**src/rtl/fetch_ctrl_pkg.sv**
```systemverilog
// Shared types and bram select encodings for the fetch load sequencer.
package fetch_ctrl_pkg;

    typedef enum logic [2:0] {
        ST_IDLE,
        ST_LOAD,
        ST_SETTLE,
        ST_RUN,
        ST_WAIT_PE
    } state_t;

    typedef enum logic [1:0] {
        PH_IN,
        PH_KER,
        PH_INS
    } phase_t;

    localparam logic [1:0] BRAM_SEL_INPUT  = 2'b00;
    localparam logic [1:0] BRAM_SEL_KERNEL = 2'b01;
    localparam logic [1:0] BRAM_SEL_INSTR  = 2'b10;
    localparam logic [1:0] BRAM_SEL_NONE   = 2'b11;

    function automatic logic [1:0] sel_of(input phase_t p);
        unique case (p)
            PH_IN:   return BRAM_SEL_INPUT;
            PH_KER:  return BRAM_SEL_KERNEL;
            default: return BRAM_SEL_INSTR;
        endcase
    endfunction

endpackage

```
**src/rtl/load_beat_counter.sv**
```systemverilog
// Beat counter for one load phase; flags the beat that reaches len.
module load_beat_counter #(
    parameter int LEN_W = 16
) (
    input  logic             clk,
    input  logic             rst,
    input  logic             clr,
    input  logic             inc,
    input  logic [LEN_W-1:0] len,
    output logic             last
);

    localparam logic [LEN_W-1:0] ONE = LEN_W'(1);

    logic [LEN_W-1:0] count;

    always_ff @(posedge clk) begin
        if (rst)      count <= '0;
        else if (clr) count <= '0;
        else if (inc) count <= count + ONE;
    end

    assign last = (count == len - ONE);

endmodule

```
**src/rtl/fetch_load_sequencer.sv**
```systemverilog
// Sequences input/kernel/instr loads into the fetch unit, then runs the PE array.
// Optional idle-beat watchdog enabled by defining LOAD_TIMEOUT_EN.
module fetch_load_sequencer
    import fetch_ctrl_pkg::*;
#(
    parameter int LEN_W = 16
`ifdef LOAD_TIMEOUT_EN
    , parameter int TIMEOUT_CYCLES = 1024
`endif
) (
    input  logic             S_AXIS_ACLK,
    input  logic             S_AXIS_ARESET,
    input  logic             start,
    input  logic [31:0]      cfg_row_width,
    input  logic [LEN_W-1:0] cfg_input_len,
    input  logic [LEN_W-1:0] cfg_kernel_len,
    input  logic [LEN_W-1:0] cfg_instr_len,
    input  logic             s_tvalid,
    input  logic             s_tlast,
    output logic             s_tready,
    output logic             fu_tvalid,
    output logic             fu_tlast,
    output logic [1:0]       fu_bram_sel,
    output logic [31:0]      fu_row_width,
    output logic             pe_start,
    input  logic             pe_done,
    output logic             busy,
    output logic             done,
`ifdef LOAD_TIMEOUT_EN
    output logic             err_timeout,
`endif
    output logic             err_len,
    output logic             err_cfg
);

    state_t state, state_n;
    phase_t phase, phase_n, first_phase;

    logic [LEN_W-1:0] in_len, ker_len, ins_len, cur_len;
    logic accept, beat, term, cnt_last, timeout;

    assign accept = (state == ST_IDLE) && start;
    assign beat   = s_tvalid && s_tready;
    assign term   = beat && (s_tlast || cnt_last);

    assign first_phase = (cfg_input_len != '0)  ? PH_IN  :
                         (cfg_kernel_len != '0) ? PH_KER : PH_INS;

    always_comb begin
        cur_len = ins_len;
        unique case (phase)
            PH_IN:   cur_len = in_len;
            PH_KER:  cur_len = ker_len;
            default: cur_len = ins_len;
        endcase
    end

    load_beat_counter #(.LEN_W(LEN_W)) u_cnt (
        .clk (S_AXIS_ACLK),
        .rst (S_AXIS_ARESET),
        .clr (accept || term),
        .inc (beat),
        .len (cur_len),
        .last(cnt_last)
    );

`ifdef LOAD_TIMEOUT_EN
    localparam int IW = $clog2(TIMEOUT_CYCLES + 1);

    logic [IW-1:0] idle_cnt;

    always_ff @(posedge S_AXIS_ACLK) begin
        if (S_AXIS_ARESET || state != ST_LOAD || beat)
            idle_cnt <= '0;
        else
            idle_cnt <= idle_cnt + IW'(1);
    end

    assign timeout = (state == ST_LOAD) && !beat &&
                     (idle_cnt == IW'(TIMEOUT_CYCLES - 1));

    always_ff @(posedge S_AXIS_ACLK) begin
        if (S_AXIS_ARESET)  err_timeout <= 1'b0;
        else if (accept)    err_timeout <= 1'b0;
        else if (timeout)   err_timeout <= 1'b1;
    end
`else
    assign timeout = 1'b0;
`endif

    // State and phase register
    always_ff @(posedge S_AXIS_ACLK) begin
        if (S_AXIS_ARESET) begin
            state <= ST_IDLE;
            phase <= PH_IN;
        end else begin
            state <= state_n;
            phase <= phase_n;
        end
    end

    always_comb begin
        state_n = state;
        phase_n = phase;
        unique case (state)
            ST_IDLE: begin
                if (accept && cfg_instr_len != '0) begin
                    state_n = ST_LOAD;
                    phase_n = first_phase;
                end
            end
            ST_LOAD: begin
                if (timeout)   state_n = ST_IDLE;
                else if (term) state_n = ST_SETTLE;
            end
            ST_SETTLE: begin
                unique case (phase)
                    PH_IN: begin
                        state_n = ST_LOAD;
                        phase_n = (ker_len != '0) ? PH_KER : PH_INS;
                    end
                    PH_KER: begin
                        state_n = ST_LOAD;
                        phase_n = PH_INS;
                    end
                    default: state_n = ST_RUN;
                endcase
            end
            ST_RUN:     state_n = ST_WAIT_PE;
            ST_WAIT_PE: if (pe_done) state_n = ST_IDLE;
            default:    state_n = ST_IDLE;
        endcase
    end

    always_comb begin
        s_tready  = (state == ST_LOAD);
        fu_tvalid = s_tready && s_tvalid;
        // Forced on the count-terminated beat so the fetch pointer wraps.
        fu_tlast  = s_tready && (s_tlast || (s_tvalid && cnt_last));
        pe_start  = (state == ST_RUN);
        busy      = (state != ST_IDLE);
    end

    always_ff @(posedge S_AXIS_ACLK) begin
        if (S_AXIS_ARESET) begin
            in_len       <= '0;
            ker_len      <= '0;
            ins_len      <= '0;
            fu_bram_sel  <= BRAM_SEL_NONE;
            fu_row_width <= '0;
            err_len      <= 1'b0;
            err_cfg      <= 1'b0;
            done         <= 1'b0;
        end else begin
            done <= (state == ST_WAIT_PE) && pe_done;
            if (accept) begin
                in_len  <= cfg_input_len;
                ker_len <= cfg_kernel_len;
                ins_len <= cfg_instr_len;
                err_len <= 1'b0;
                err_cfg <= (cfg_instr_len == '0);
            end
            if (state == ST_IDLE && state_n == ST_LOAD) begin
                fu_bram_sel  <= sel_of(phase_n);
                fu_row_width <= cfg_row_width;
            end
            if (state == ST_SETTLE)
                fu_bram_sel <= (state_n == ST_RUN) ? BRAM_SEL_NONE : sel_of(phase_n);
            if (timeout)
                fu_bram_sel <= BRAM_SEL_NONE;
            if (term && (s_tlast != cnt_last))
                err_len <= 1'b1;
        end
    end

endmodule

```
**config.mk**
```make
export PLATFORM = sky130hd
export DESIGN_NAME = fetch_load_sequencer
export DESIGN_NICKNAME = d
export VERILOG_FILES = /design/src/rtl/fetch_ctrl_pkg.sv /design/src/rtl/load_beat_counter.sv /design/src/rtl/fetch_load_sequencer.sv
export SDC_FILE = /design/constraint.sdc
export NUM_CORES = 1
export LEC_CHECK = 0
export CAP_MARGIN = 20
export CORE_MARGIN = 3
export CORE_UTILIZATION = 53
export CTS_BUF_LIST = sky130_fd_sc_hd__clkbuf_16
export DETAILED_ROUTE_END_ITERATION = 12
export PLACE_DENSITY = 0.95
export SLEW_MARGIN = 40
export SYNTH_ARGS = -nofsm -noshare
export SYNTH_HDL_FRONTEND = slang
export SYNTH_HIERARCHICAL = 1
export SYNTH_SLANG_ARGS = --single-unit
```
**constraint.sdc**
```tcl
create_clock -name S_AXIS_ACLK -period 8.8 [get_ports S_AXIS_ACLK]
set_clock_uncertainty 0.1 [all_clocks]
set_input_delay 1.76 -clock S_AXIS_ACLK [delete_from_list [all_inputs] [get_ports S_AXIS_ACLK]]
set_output_delay 1.76 -clock S_AXIS_ACLK [all_outputs]
set_load 0.03 [all_outputs]
```
==> metrics.log, run 1 <==
INFO  metric grtUsageTotal = a little over a quarter
INFO  metric synth-seq-area-share = between 40% and 50%
INFO  metric finalSetupViolCount = 0
INFO  metric slowest_stage = clkdlybuf4s50_1
INFO  metric layout.cells.most_common_list = nand2_1 (192), clkdlybuf4s50_1 (126), dfxtp_1 (104)
INFO  metric post_synth_main_area_contributors = dfxtp_1 (43%), nand2_1 (14%), a21oi_1 (8.9%)
INFO  metric vias = approximately 5000
INFO  metric maxSlewViolCount = 0
INFO  metric route.final.wire_length = approximately 14 mm
INFO  metric crit_path_start_kind = flop
INFO  metric final_layout_size_suffix_gt1_share = under 10%
INFO  metric synth_cells = ~650
INFO  metric end_kind = output pin
INFO  metric drt_iter0_markers = around 370
INFO  metric r2r_cells = 15
INFO  metric chipWidth = a little over 100 microns
INFO  metric synth-seq-cells = 106
INFO  metric floorplan.io_pins = 128
INFO  metric postSynth.topFlopCell = dfxtp_1
INFO  metric synthDominantAreaCellType = dfxtp_1
INFO  metric slew_headroom = a little under half
INFO  metric antenna_violating_nets_post_route = 0
INFO  metric worstSetupPathType = flop to output pin
INFO  metric gp_congestion = 0.8893
INFO  metric antenna_cells = 0
INFO  metric clock_buffers_created_by_tritoncts = 9
INFO  metric cts.repair_timing.setup_buffer_count = 0
INFO  metric routed_wire_length_per_instance = 16.76 microns
INFO  metric worstPathCellList = mux2i_1 -> o21ai_0 -> inv_1 -> ha_1 -> nor3b_1 -> nand4b_1 -> and4bb_1 -> nor2_1 -> nor4_2 -> a21oi_1 -> nor2b_1 -> clkdlybuf4s50_1
INFO  metric synth.yosys.warnings = 6
INFO  metric floorplan.die_area = approximately 11000 sq um
INFO  metric finish.net_count = around 840
INFO  metric route.detailed.vias_per_inst = 5.803
INFO  metric drcViolationCount = 0
INFO  metric rsz0062_at_grt = false
INFO  metric required = roughly 7000 ps
INFO  metric clock.fmax = 160.6 MHz
INFO  metric outcome = complete, no violations
INFO  metric wire_length_of_the_first_global_routing_pass = around 23 mm
INFO  metric wl_met3 = ~1.4 mm
INFO  metric cp_max_fo = 18
INFO  metric top_signal_layer_used = met4
INFO  metric area_delta_synth_final = 31.19%
INFO  metric hpwlAfterDp = ~11 mm
INFO  metric detail_route.first_pass.iterations = 6
INFO  metric cts_tree = done
INFO  metric clock_tree.buffer_depth = 2
INFO  metric initial_utilization = 55.81%
INFO  metric irDropWorstVdd = roughly 0.15 mV
INFO  metric wirelength_met1 = roughly 5.5 mm
INFO  metric synth_edf_count = 0
INFO  metric finalCoreUtilization = 73.22%
INFO  metric hold_depth = 2
INFO  metric fp-row-count = 34
INFO  metric finalHoldViolations = 0
INFO  metric cts_root_buffer = clkbuf_16
INFO  metric core = around 9000 sq um
INFO  metric post_cts.resized_instances = 0
INFO  metric layout_commonest_cell = nand2_1
INFO  metric async_flop_share = 0%
INFO  metric power_density = roughly 190 nW/um^2
INFO  metric port-buffer-count = between 100 and 150
INFO  metric grt_overflow = 0
INFO  metric syn-num-nets = 737
INFO  metric post_synth.cell_area_avg = 7.694 sq um
INFO  metric dieHeight = between 100 and 150 microns
INFO  metric wl_met2 = 7.237 mm
INFO  metric synth.cell_area = around 5000 sq um
INFO  metric first_global_vias = around 5000
INFO  metric layout_worst_path_cycle_share = a little over two thirds
INFO  metric timing.hold.worst.class = flop to flop
INFO  metric synthDominantCellAreaShare = ~43%
INFO  metric htreeDepth = 3
INFO  metric grt_start_max_net_pins = 76
INFO  metric leakage = between 2 and 2.5 nW
INFO  metric worst_skew_pair.late_latency = between 300 and 400 ps
INFO  metric timing.critical_path.arrival = 4370 ps
INFO  metric worst-slew-pin-transition = 771.9 ps
INFO  metric hold_fix_buffer_count_after_cts = 0
INFO  metric yosys.cell_types.count = 54
INFO  metric crit_path_max_incr_delay = 700 ps
INFO  metric clock_transition_at_the_registers_of_the_reported_paths = roughly 70 ps
INFO  metric clock_sink_count = 106
INFO  metric n_fill_cell = 610
INFO  metric timing.setup.tns = 0 ps
INFO  metric post_route_minimum_period = 6226 ps
INFO  metric antenna_violations_before_repair = 0
INFO  metric max_cap_violations = 0
[cells in the mapped netlist (2+ instances only)]
master    number
or3_1          4
nor2b_1        5
nand2b_1       3
nor2_1        29
inv_1         10
nand3b_1       4
o21ai_1        6
a31oi_1        7
and2_1         3
buf_2         12
nor3b_1        2
nand4b_1       2
and3_1         3
nor3_2         2
nand4_1        7
xnor2_1       12
a21o_1         2
nand2_1      192
a211oi_1       2
dfxtp_1      106
nand3_1        7
nor3_1         5
xor2_1        18
and4_1         2
ha_1           3
clkbuf_1      27
buf_6          2
a21oi_1       89
o211ai_1       2
nor4_1        17
or2_2          2
mux2i_1       19
nor4b_1        3
o21ai_0       19
[path summary, 6_finish.rpt]
| check | startpoint | endpoint | slack, ps |
|---|---|---|---|
| min reg2reg | in_len[4]$_SDFFE_PP0P_ | in_len[4]$_SDFFE_PP0P_ | 360 |
| max reg2reg | phase[0]$_SDFF_PP0_ | u_cnt/count[6]$_SDFFE_PP0P_ | 4520 |
| min | in_len[4]$_SDFFE_PP0P_ | in_len[4]$_SDFFE_PP0P_ | 360 |
| max | phase[0]$_SDFF_PP0_ | fu_tlast | 2570 |
[power by group]
| part | internal, mW | switching, mW |
|---|---|---|
| combinational | 0.115 | 0.148 |
| clock | 0.227 | 0.191 |
| sequential | 0.509 | 0.0230 |
| total | 0.851 | 0.362 |
[cells by family (layout without fill, tap and decap cells)]
family	count (synthesis)	in the layout	share of synthesized area, %
and+or+nand+nor	302	302	28.11
muxes	19	19	3.814
AOI/OAI and AO/OA	136	136	14.78
adders and majority gates	3	3	0.7529
DFF	106	106	42.56
buffers and inverters	52	157	4.718
xor gates and xnor gates	30	30	5.270
[flip-flops by register name (all words and copies together), names as in the netlist]
| register | count |
|---|---|
| fu_row_width | 32 |
| state | 3 |
| fu_bram_sel | 2 |
| err_cfg | 1 |
| phase | 2 |
| done | 1 |
| ins_len | 16 |
| err_len | 1 |
| u_cnt/count | 16 |
| in_len | 16 |
| ker_len | 16 |
[cell type report]
class                           count  area [sq um]  area share [%]
Inverter                           10         37.54          0.5738
Clock buffer                        9         225.2           3.443
Timing Repair Buffer              132          1304           19.93
Tap cell                          108         135.1           2.066
Clock inverter                      6         86.33           1.320
Multi-Input combinational cell    490          2629           40.19
Sequential cell                   106          2125           32.48
[per-stage QoR]
stage	hold slack (ps)	setup slack, ps	instance area (sq um)	power [mW]	cells
6_report	360.7	2574	6541	1.213	861
3_3_place_gp	341.1	2896	6227	0.7902	846
5_1_grt	382.6	2230	6541	1.260	861
2_1_floorplan	335.7	3653	4986	0.6992	648
3_5_place_dp	348.6	2671	6228	0.7996	846
4_1_cts	360.1	2282	6540	1.213	861
[worst max-delay path: cells and delay by family (launching register included)]
| family | cells | cell delay (ps) |
|---|---|---|
| adder cells (fa/ha/maj) | 1 | 220 |
| buffers and inverters | 2 | 820 |
| multiplexers | 1 | 230 |
| AO/OA/AOI/OAI | 2 | 290 |
| AND/OR/NAND/NOR | 6 | 1810 |
| flip-flops | 1 | 650 |
[per-layer routing]
layer	vias to the layer above	GRT usage, %
met2	229	47.66
met1	2334	30.61
met4	0	8.566
met3	35	10.28
li1	2398	-
met5	-	0
(Power assumes the default switching activity.)
==> run 2: changes to the inputs <==
- CORE_UTILIZATION: 53 -> 44
- PLACE_DENSITY: 0.95 -> 0.88
- clock period: 8.8 -> 5.1 ns (I/O delays scaled with it)
==> run 2 against run 1 <==
Against the previous run:
- count of clock-buffer cells in the layout stayed put
- design area grew 1.4%
- first-iteration DRC count shrank 10%
- final cell count up 4.6%
- combinational power grew 73%
- sequential share of layout area decreased by 0.48 points
- total power up 72%
==> metrics.log, run 2 (synthesis gave the netlist of run 1 again) <==
INFO  metric fp-row-count = 38 (was 34)
INFO  metric dieHeight = 112.5 microns (was 103.0 microns)
INFO  metric clock_sink_count = 106 (unchanged)
INFO  metric gp_congestion = 0.8796 (was 0.8893)
INFO  metric initial_utilization = 45.59% (was 55.81%)
INFO  metric required = 3980 ps (was 6940 ps)
INFO  metric antenna_violations_before_repair = 0 (unchanged)
INFO  metric hold_fix_buffer_count_after_cts = 0 (unchanged)
INFO  metric critical_path.reg2reg.startpoint = phase[0]$_SDFF_PP0_ (unchanged)
INFO  metric clock_transition_at_the_registers_of_the_reported_paths = 80 ps (was 70 ps)
INFO  metric largest_register_ffs = 32 (unchanged)
INFO  metric layout_commonest_cell = nand2_1 (unchanged)
INFO  metric area_delta_synth_final = 33.07% (was 31.19%)
INFO  metric crit_path_max_incr_delay = 590 ps (was 700 ps)
INFO  metric worst_skew_pair.late_latency = 350 ps (was 340 ps)
INFO  metric n_fill_cell = 921 (was 610)
INFO  metric hold_depth = 2 (unchanged)
INFO  metric clock_tree.buffer_depth = 2 (unchanged)
INFO  metric cts_tree = done (unchanged)
INFO  metric routed_wire_length_per_instance = 15.16 microns (was 16.76 microns)
INFO  metric cts.repair_timing.setup_buffer_count = 0 (unchanged)
INFO  metric finalHoldViolations = 0 (unchanged)
INFO  metric htreeDepth = 3 (unchanged)
INFO  metric worstPathCellList = buf_4 -> mux2i_1 -> o21ai_0 -> or4_1 -> nand4bb_1 -> nor4_1 -> a21oi_2 -> nor4_4 -> a21oi_1 -> nor2b_1 -> clkbuf_2 (was mux2i_1 -> o21ai_0 -> inv_1 -> ha_1 -> nor3b_1 -> nand4b_1 -> and4bb_1 -> nor2_1 -> nor4_2 -> a21oi_1 -> nor2b_1 -> clkdlybuf4s50_1)
INFO  metric timing.critical_path.arrival = 3540 ps (was 4370 ps)
INFO  metric hpwlAfterDp = 10.07 mm (was 10.51 mm)
INFO  metric floorplan.die_area = 12650 sq um (was 10610 sq um)
INFO  metric antenna_violating_nets_post_route = 0 (unchanged)
INFO  metric top_register = fu_row_width (unchanged)
INFO  metric leakage = 2.380 nW (was 2.341 nW)
INFO  metric placed_area = 6320 sq um (was 6228 sq um)
INFO  metric finish.net_count = 845 (was 838)
INFO  metric rrSetupSlack = 1170 ps (was 4520 ps)
INFO  metric route.detailed.vias_per_inst = 5.430 (was 5.803)
INFO  metric worst-slew-pin-transition = 785.8 ps (was 771.9 ps)
INFO  metric crit_path_start_kind = flop (unchanged)
INFO  metric worstSetupPathType = flop to output pin (unchanged)
INFO  metric timing.setup.tns = 0 ps (unchanged)
INFO  metric final_layout_size_suffix_gt1_share = 5.650% (was 4.648%)
INFO  metric cts_root_buffer = clkbuf_16 (unchanged)
INFO  metric core = 10940 sq um (was 8934 sq um)
INFO  metric clock.fmax = 214.8 MHz
INFO  metric outcome = complete, no violations (unchanged)
INFO  metric timing.hold.worst.class = flop to flop (unchanged)
INFO  metric wire_length_of_the_first_global_routing_pass = 21.95 mm (was 22.94 mm)
INFO  metric floorplan.io_pins = 128 (unchanged)
INFO  metric worst_hold_startpoint = fu_row_width[9]$_SDFFE_PP0P_ (was in_len[4]$_SDFFE_PP0P_)
INFO  metric clock_buffers_created_by_tritoncts = 9 (unchanged)
INFO  metric rsz0062_at_grt = false (unchanged)
INFO  metric drt_iter0_markers = 334 (was 371)
INFO  metric irDropWorstVdd = 0.2247 mV (was 0.1476 mV)
INFO  metric layout_worst_path_cycle_share = 91.30%
INFO  metric slew_headroom = 47.61% (was 48.00%)
INFO  metric drcViolationCount = 0 (unchanged)
INFO  metric grt_start_max_net_pins = 51 (was 76)
INFO  metric antenna_cells = 0 (unchanged)
INFO  metric detail_route.first_pass.iterations = 5 (was 6)
INFO  metric post-route-cell-area = 6635 sq um (was 6541 sq um)
INFO  metric chipWidth = 112.5 microns (was 103.0 microns)
INFO  metric slowest_stage = or4_1 (was clkdlybuf4s50_1)
INFO  metric port-buffer-count = 127 (unchanged)
INFO  metric layout.cells.most_common_list = nand2_1 (192), clkdlybuf4s50_1 (125), dfxtp_1 (105) (was nand2_1 (192), clkdlybuf4s50_1 (126), dfxtp_1 (104))
INFO  metric r2r_cells = 14 (was 15)
INFO  metric multi_input_comb_area = 2643 sq um (was 2629 sq um)
INFO  metric vias = 4892 (was 4996)
INFO  metric end_kind = output pin (unchanged)
INFO  metric power_density = 314.9 nW/um^2 (was 185.5 nW/um^2)
INFO  metric first_global_vias = 4659 (was 5048)
INFO  metric route.final.wire_length = 13.66 mm (was 14.43 mm)
INFO  metric hold-worst-slack = 353.8 ps (was 360.7 ps)
INFO  metric maxSlewViolCount = 0 (unchanged)
INFO  metric sequential_cell_area = 2123 sq um (was 2125 sq um)
INFO  metric grtUsageTotal = 21.06% (was 27.23%)
INFO  metric worstHoldEndpoint = fu_row_width[9]$_SDFFE_PP0P_ (was in_len[4]$_SDFFE_PP0P_)
INFO  metric finalSetupViolCount = 0 (unchanged)
INFO  metric grt_overflow = 0 (unchanged)
INFO  metric max_cap_violations = 0 (unchanged)
INFO  metric post_route_minimum_period = about 4700 ps
INFO  metric cp_max_fo = 10 (was 18)
INFO  metric worst_r2r_end = u_cnt/count[11]$_SDFFE_PP0P_ (was u_cnt/count[6]$_SDFFE_PP0P_)
run 2: cell count changes in the layout (fill, tap and decap cells not counted), sizes merged:
cell,change
buf,+7
clkinv,-1
clkbuf,+1
inv,+2
clkdlybuf4s50,-1
run 2: worst max-delay path by stage:
stage               cells after the start  slack, ps           startpoint        to
finish                                 11        440  phase[0]$_SDFF_PP0_  fu_tlast
detailed placement                     12        310  phase[0]$_SDFF_PP0_  fu_tlast
floorplan                              13        690  phase[0]$_SDFF_PP0_  fu_tlast
global placement                       11        420  phase[0]$_SDFF_PP0_  fu_tlast
global route                           13        100  phase[0]$_SDFF_PP0_  fu_tlast
CTS                                    12        210  phase[0]$_SDFF_PP0_  fu_tlast
run 2: layout make-up:
type                            count  share of cell area, %
Timing Repair Buffer              139                  20.37
Sequential cell                   106                  32.00
Multi-Input combinational cell    490                  39.83
Clock inverter                      7                  1.207
Inverter                           10                 0.5657
Clock buffer                        9                  3.394
Tap cell                          140                  2.640
run 2: through the flow:
step / instances / power, mW / worst slack [ps] / utilization (%)
after CTS: 901 / 2.094 / 208.9 / 60.62
final: 901 / 2.089 / 443.6 / 60.68
after global placement: 885 / 1.370 / 421.4 / 57.79
after global routing: 901 / 2.170 / 96.87 / 60.68
after detailed placement: 885 / 1.380 / 306.8 / 57.79
after floorplan: 648 / 1.206 / 692.9 / -
run 2: worst max-delay path: cells and delay by family, from the launching register on:
| family | cells | cell delay [ps] |
|---|---|---|
| compound gates | 3 | 400 |
| buf+inv | 2 | 450 |
| mux | 1 | 200 |
| simple gates | 5 | 1680 |
| flops | 1 | 440 |
run 2: report_power, final:
| part | total, mW | switching [mW] | internal, mW |
|---|---|---|---|
| clock | 0.719 | 0.329 | 0.390 |
| combinational | 0.455 | 0.254 | 0.201 |
| sequential | 0.915 | 0.0373 | 0.878 |
run 2: what timing repair did:
action	in CTS	in global routing
cloned	0	0
gates resized for setup	2	4
endpoints found under the setup margin	1	1
run 2: per-layer routing:
| metal | routed length (microns) | global-route usage, % | up-vias |
|---|---|---|---|
| met5 | 0 | 0 | - |
| met4 | 429 | 8.974 | 0 |
| met3 | 1352 | 8.625 | 32 |
| met2 | 6635 | 35.28 | 190 |
| met1 | 5241 | 23.64 | 2259 |
| li1 | - | - | 2411 |
==> run 3: changes to the inputs <==
- CELL_PAD_IN_SITES_DETAIL_PLACEMENT: not set -> 1
- CELL_PAD_IN_SITES_GLOBAL_PLACEMENT: not set -> 1
- CORE_UTILIZATION: 44 -> 32
- PLACE_DENSITY: 0.88 -> 0.89
==> run 3 against run 2 <==
Against the previous run:
- non-clock buffer count down 5
- global-route usage down 1.9 points
- via count up 0.10%
- combinational power up 0.9%
- highest routed layer unchanged
==> metrics.log, run 3 (synthesis gave the netlist of run 1 again) <==
INFO  metric power.share.clock = 33.6% (was 34.4%)
INFO  metric port-buffer-count = 127 (unchanged)
INFO  metric initial_utilization = 33.54% (was 45.59%)
INFO  metric clock_sink_count = 106 (unchanged)
INFO  metric leakage = 2.347 nW (was 2.380 nW)
INFO  metric intPower = 1.422 mW (was 1.469 mW)
INFO  metric timing.critical_path.arrival = 3660 ps (was 3540 ps)
INFO  metric power_density = 312.1 nW/um^2 (was 314.9 nW/um^2)
INFO  metric clock.fmax = 209.1 MHz (was 214.8 MHz)
INFO  metric clock_tree.buffer_depth = 2 (unchanged)
INFO  metric worst-slew-pin-transition = 720.8 ps (was 785.8 ps)
INFO  metric fp-row-count = 44 (was 38)
INFO  metric worstSetupPathType = flop to output pin (unchanged)
INFO  metric final_layout_size_suffix_gt1_share = 5.291% (was 5.650%)
INFO  metric worst_skew_pair.late_latency = 360 ps (was 350 ps)
INFO  metric timing.hold.worst.class = flop to flop (unchanged)
INFO  metric power_switching = 0.6501 mW (was 0.6206 mW)
INFO  metric antenna_violations_before_repair = 0 (unchanged)
INFO  metric route.detailed.vias_per_inst = 5.210 (was 5.430)
INFO  metric layout_setup_ws = 318.5 ps (was 443.6 ps)
INFO  metric slew_headroom = 51.44% (was 47.61%)
INFO  metric post-route-cell-area = 6639 sq um (was 6635 sq um)
INFO  metric dp_slack = 591.6 ps (was 306.8 ps)
INFO  metric n_fill_cell = 1848 (was 921)
INFO  metric maxSlewViolCount = 0 (unchanged)
INFO  metric worst_hold_startpoint = fu_row_width[28]$_SDFFE_PP0P_ (was fu_row_width[9]$_SDFFE_PP0P_)
INFO  metric finalSetupViolCount = 0 (unchanged)
INFO  metric fin_total_pwr = 2.072 mW (was 2.089 mW)
INFO  metric cts_tree = done (unchanged)
INFO  metric rsz0062_at_grt = false (unchanged)
INFO  metric detail_route.first_pass.iterations = 4 (was 5)
INFO  metric top_register = fu_row_width (unchanged)
INFO  metric timing.setup.tns = 0 ps (unchanged)
INFO  metric finalHoldViolations = 0 (unchanged)
INFO  metric irDropWorstVdd = 0.1738 mV (was 0.2247 mV)
INFO  metric post_route_minimum_period = 4782 ps (was 4656 ps)
INFO  metric largest_register_ffs = 32 (unchanged)
INFO  metric layout_commonest_cell = nand2_1 (unchanged)
INFO  metric end_kind = output pin (unchanged)
INFO  metric layout_worst_path_cycle_share = 93.76% (was 91.30%)
INFO  metric required = 3980 ps (about the same)
INFO  metric clock_transition_at_the_registers_of_the_reported_paths = 80 ps (about the same)
INFO  metric clock_buffers_created_by_tritoncts = 9 (unchanged)
INFO  metric rrSetupSlack = 980 ps (was 1170 ps)
INFO  metric core = 14860 sq um (was 10940 sq um)
INFO  metric layout.cells.most_common_list = nand2_1 (192), clkdlybuf4s50_1 (125), dfxtp_1 (104) (was nand2_1 (192), clkdlybuf4s50_1 (125), dfxtp_1 (105))
INFO  metric max_cap_violations = 0 (unchanged)
INFO  metric vias = 4897 (was 4892)
INFO  metric wire_length_of_the_first_global_routing_pass = 25.74 mm (was 21.95 mm)
INFO  metric swShare = 31.37% (was 29.70%)
INFO  metric hold_fix_buffer_count_after_cts = 0 (unchanged)
INFO  metric drt_iter0_markers = 244 (was 334)
INFO  metric outcome = complete, no violations (unchanged)
INFO  metric cts_root_buffer = clkbuf_16 (unchanged)
INFO  metric hold-worst-slack = 357.5 ps (was 353.8 ps)
INFO  metric sequential_power_share = 44.2% (was 43.8%)
INFO  metric antenna_violating_nets_post_route = 0 (unchanged)
INFO  metric cp_max_fo = 10 (unchanged)
INFO  metric post_cts.resized_instances = 0 (was 2)
INFO  metric grt_start_max_net_pins = 57 (was 51)
INFO  metric placed_area = 6337 sq um (was 6320 sq um)
INFO  metric critical_path.reg2reg.startpoint = phase[0]$_SDFF_PP0_ (unchanged)
INFO  metric first_global_vias = 5119 (was 4659)
INFO  metric routed_wire_length_per_instance = 17.20 microns (was 15.16 microns)
INFO  metric chipWidth = 130.8 microns (was 112.5 microns)
INFO  metric crit_path_start_kind = flop (unchanged)
INFO  metric grtUsageTotal = 19.18% (was 21.06%)
INFO  metric dieHeight = 130.8 microns (was 112.5 microns)
INFO  metric floorplan.io_pins = 128 (unchanged)
INFO  metric drcViolationCount = 0 (unchanged)
INFO  metric worstSetupStartpoint = phase[0]$_SDFF_PP0_ (unchanged)
INFO  metric floorplan.die_area = 17120 sq um (was 12650 sq um)
INFO  metric area_delta_synth_final = 33.15% (was 33.07%)
INFO  metric route.final.wire_length = 16.17 mm (was 13.66 mm)
INFO  metric gp_congestion = 0.8130 (was 0.8796)
INFO  metric grt_overflow = 0 (unchanged)
INFO  metric combinational_group_share_of_total_power = 22.2% (was 21.8%)
INFO  metric finish.net_count = 840 (was 845)
INFO  metric hpwlAfterDp = 12.30 mm (was 10.07 mm)
INFO  metric antenna_cells = 0 (unchanged)
INFO  metric htreeDepth = 3 (unchanged)
INFO  metric cts.repair_timing.setup_buffer_count = 0 (unchanged)
-- run 3: changes by cell type in the layout (fill, tap and decap cells not counted), sizes merged --
cell,previous run,this run
buf,13,9
bufinv,1,0
clkbuf,10,9
clkinv,1,2
clkinvlp,0,1
inv,15,14
-- run 3: cell type report --
class                   count  area [sq um]  share of cell area (%)
flip-flops and latches    106          2125                   32.00
clock inverters             7         68.82                   1.037
clock buffers               9         225.2                   3.392
inverters                  10         37.54                  0.5654
well taps                 184         230.2                   3.468
multi-input cells         490          2634                   39.67
repair buffers            134          1319                   19.86
-- run 3: worst max-delay path, stage by stage, from the launching register on --
cell       delay (ps)
dfxtp_2           480
buf_4             250
mux2i_1           200
o21ai_0           230
or4_1             600
nand4bb_1         370
nor4_1            450
a21oi_2            70
nor4_2            220
a21oi_1           110
nor2b_1           130
buf_4             170
-- run 3: per-stage QoR --
stage               std cells  util, %
finish                    940    44.66
global route              940    44.66
CTS                       940    44.61
detailed placement        924    42.63
global placement          924    42.62
floorplan                 648        -
-- run 3: power groups by stage --
stage	registers (mW)	logic [mW]	clock network, mW
after CTS	0.917	0.461	0.711
after floorplan	0.961	0.245	0
final	0.917	0.459	0.696
after global placement	0.933	0.445	0
after detailed placement	0.936	0.457	0
after global routing	0.923	0.502	0.747
-- run 3: path summary, 6_finish.rpt --
path                                                       to  depth (start not counted)
worst max-delay path                                 fu_tlast                         11
worst min-delay path            fu_row_width[28]$_SDFFE_PP0P_                          2
worst max register to register    u_cnt/count[3]$_SDFFE_PP0P_                         14
worst min register to register  fu_row_width[28]$_SDFFE_PP0P_                          2
-- run 3: metal layers --
layer	vias up	part of all wire (%)	track usage (%)
met1	2333	40	21.63
met4	0	2.7	6.534
li1	2402	-	-
met2	130	50	33.11
met5	-	0	0
met3	32	7.4	7.480
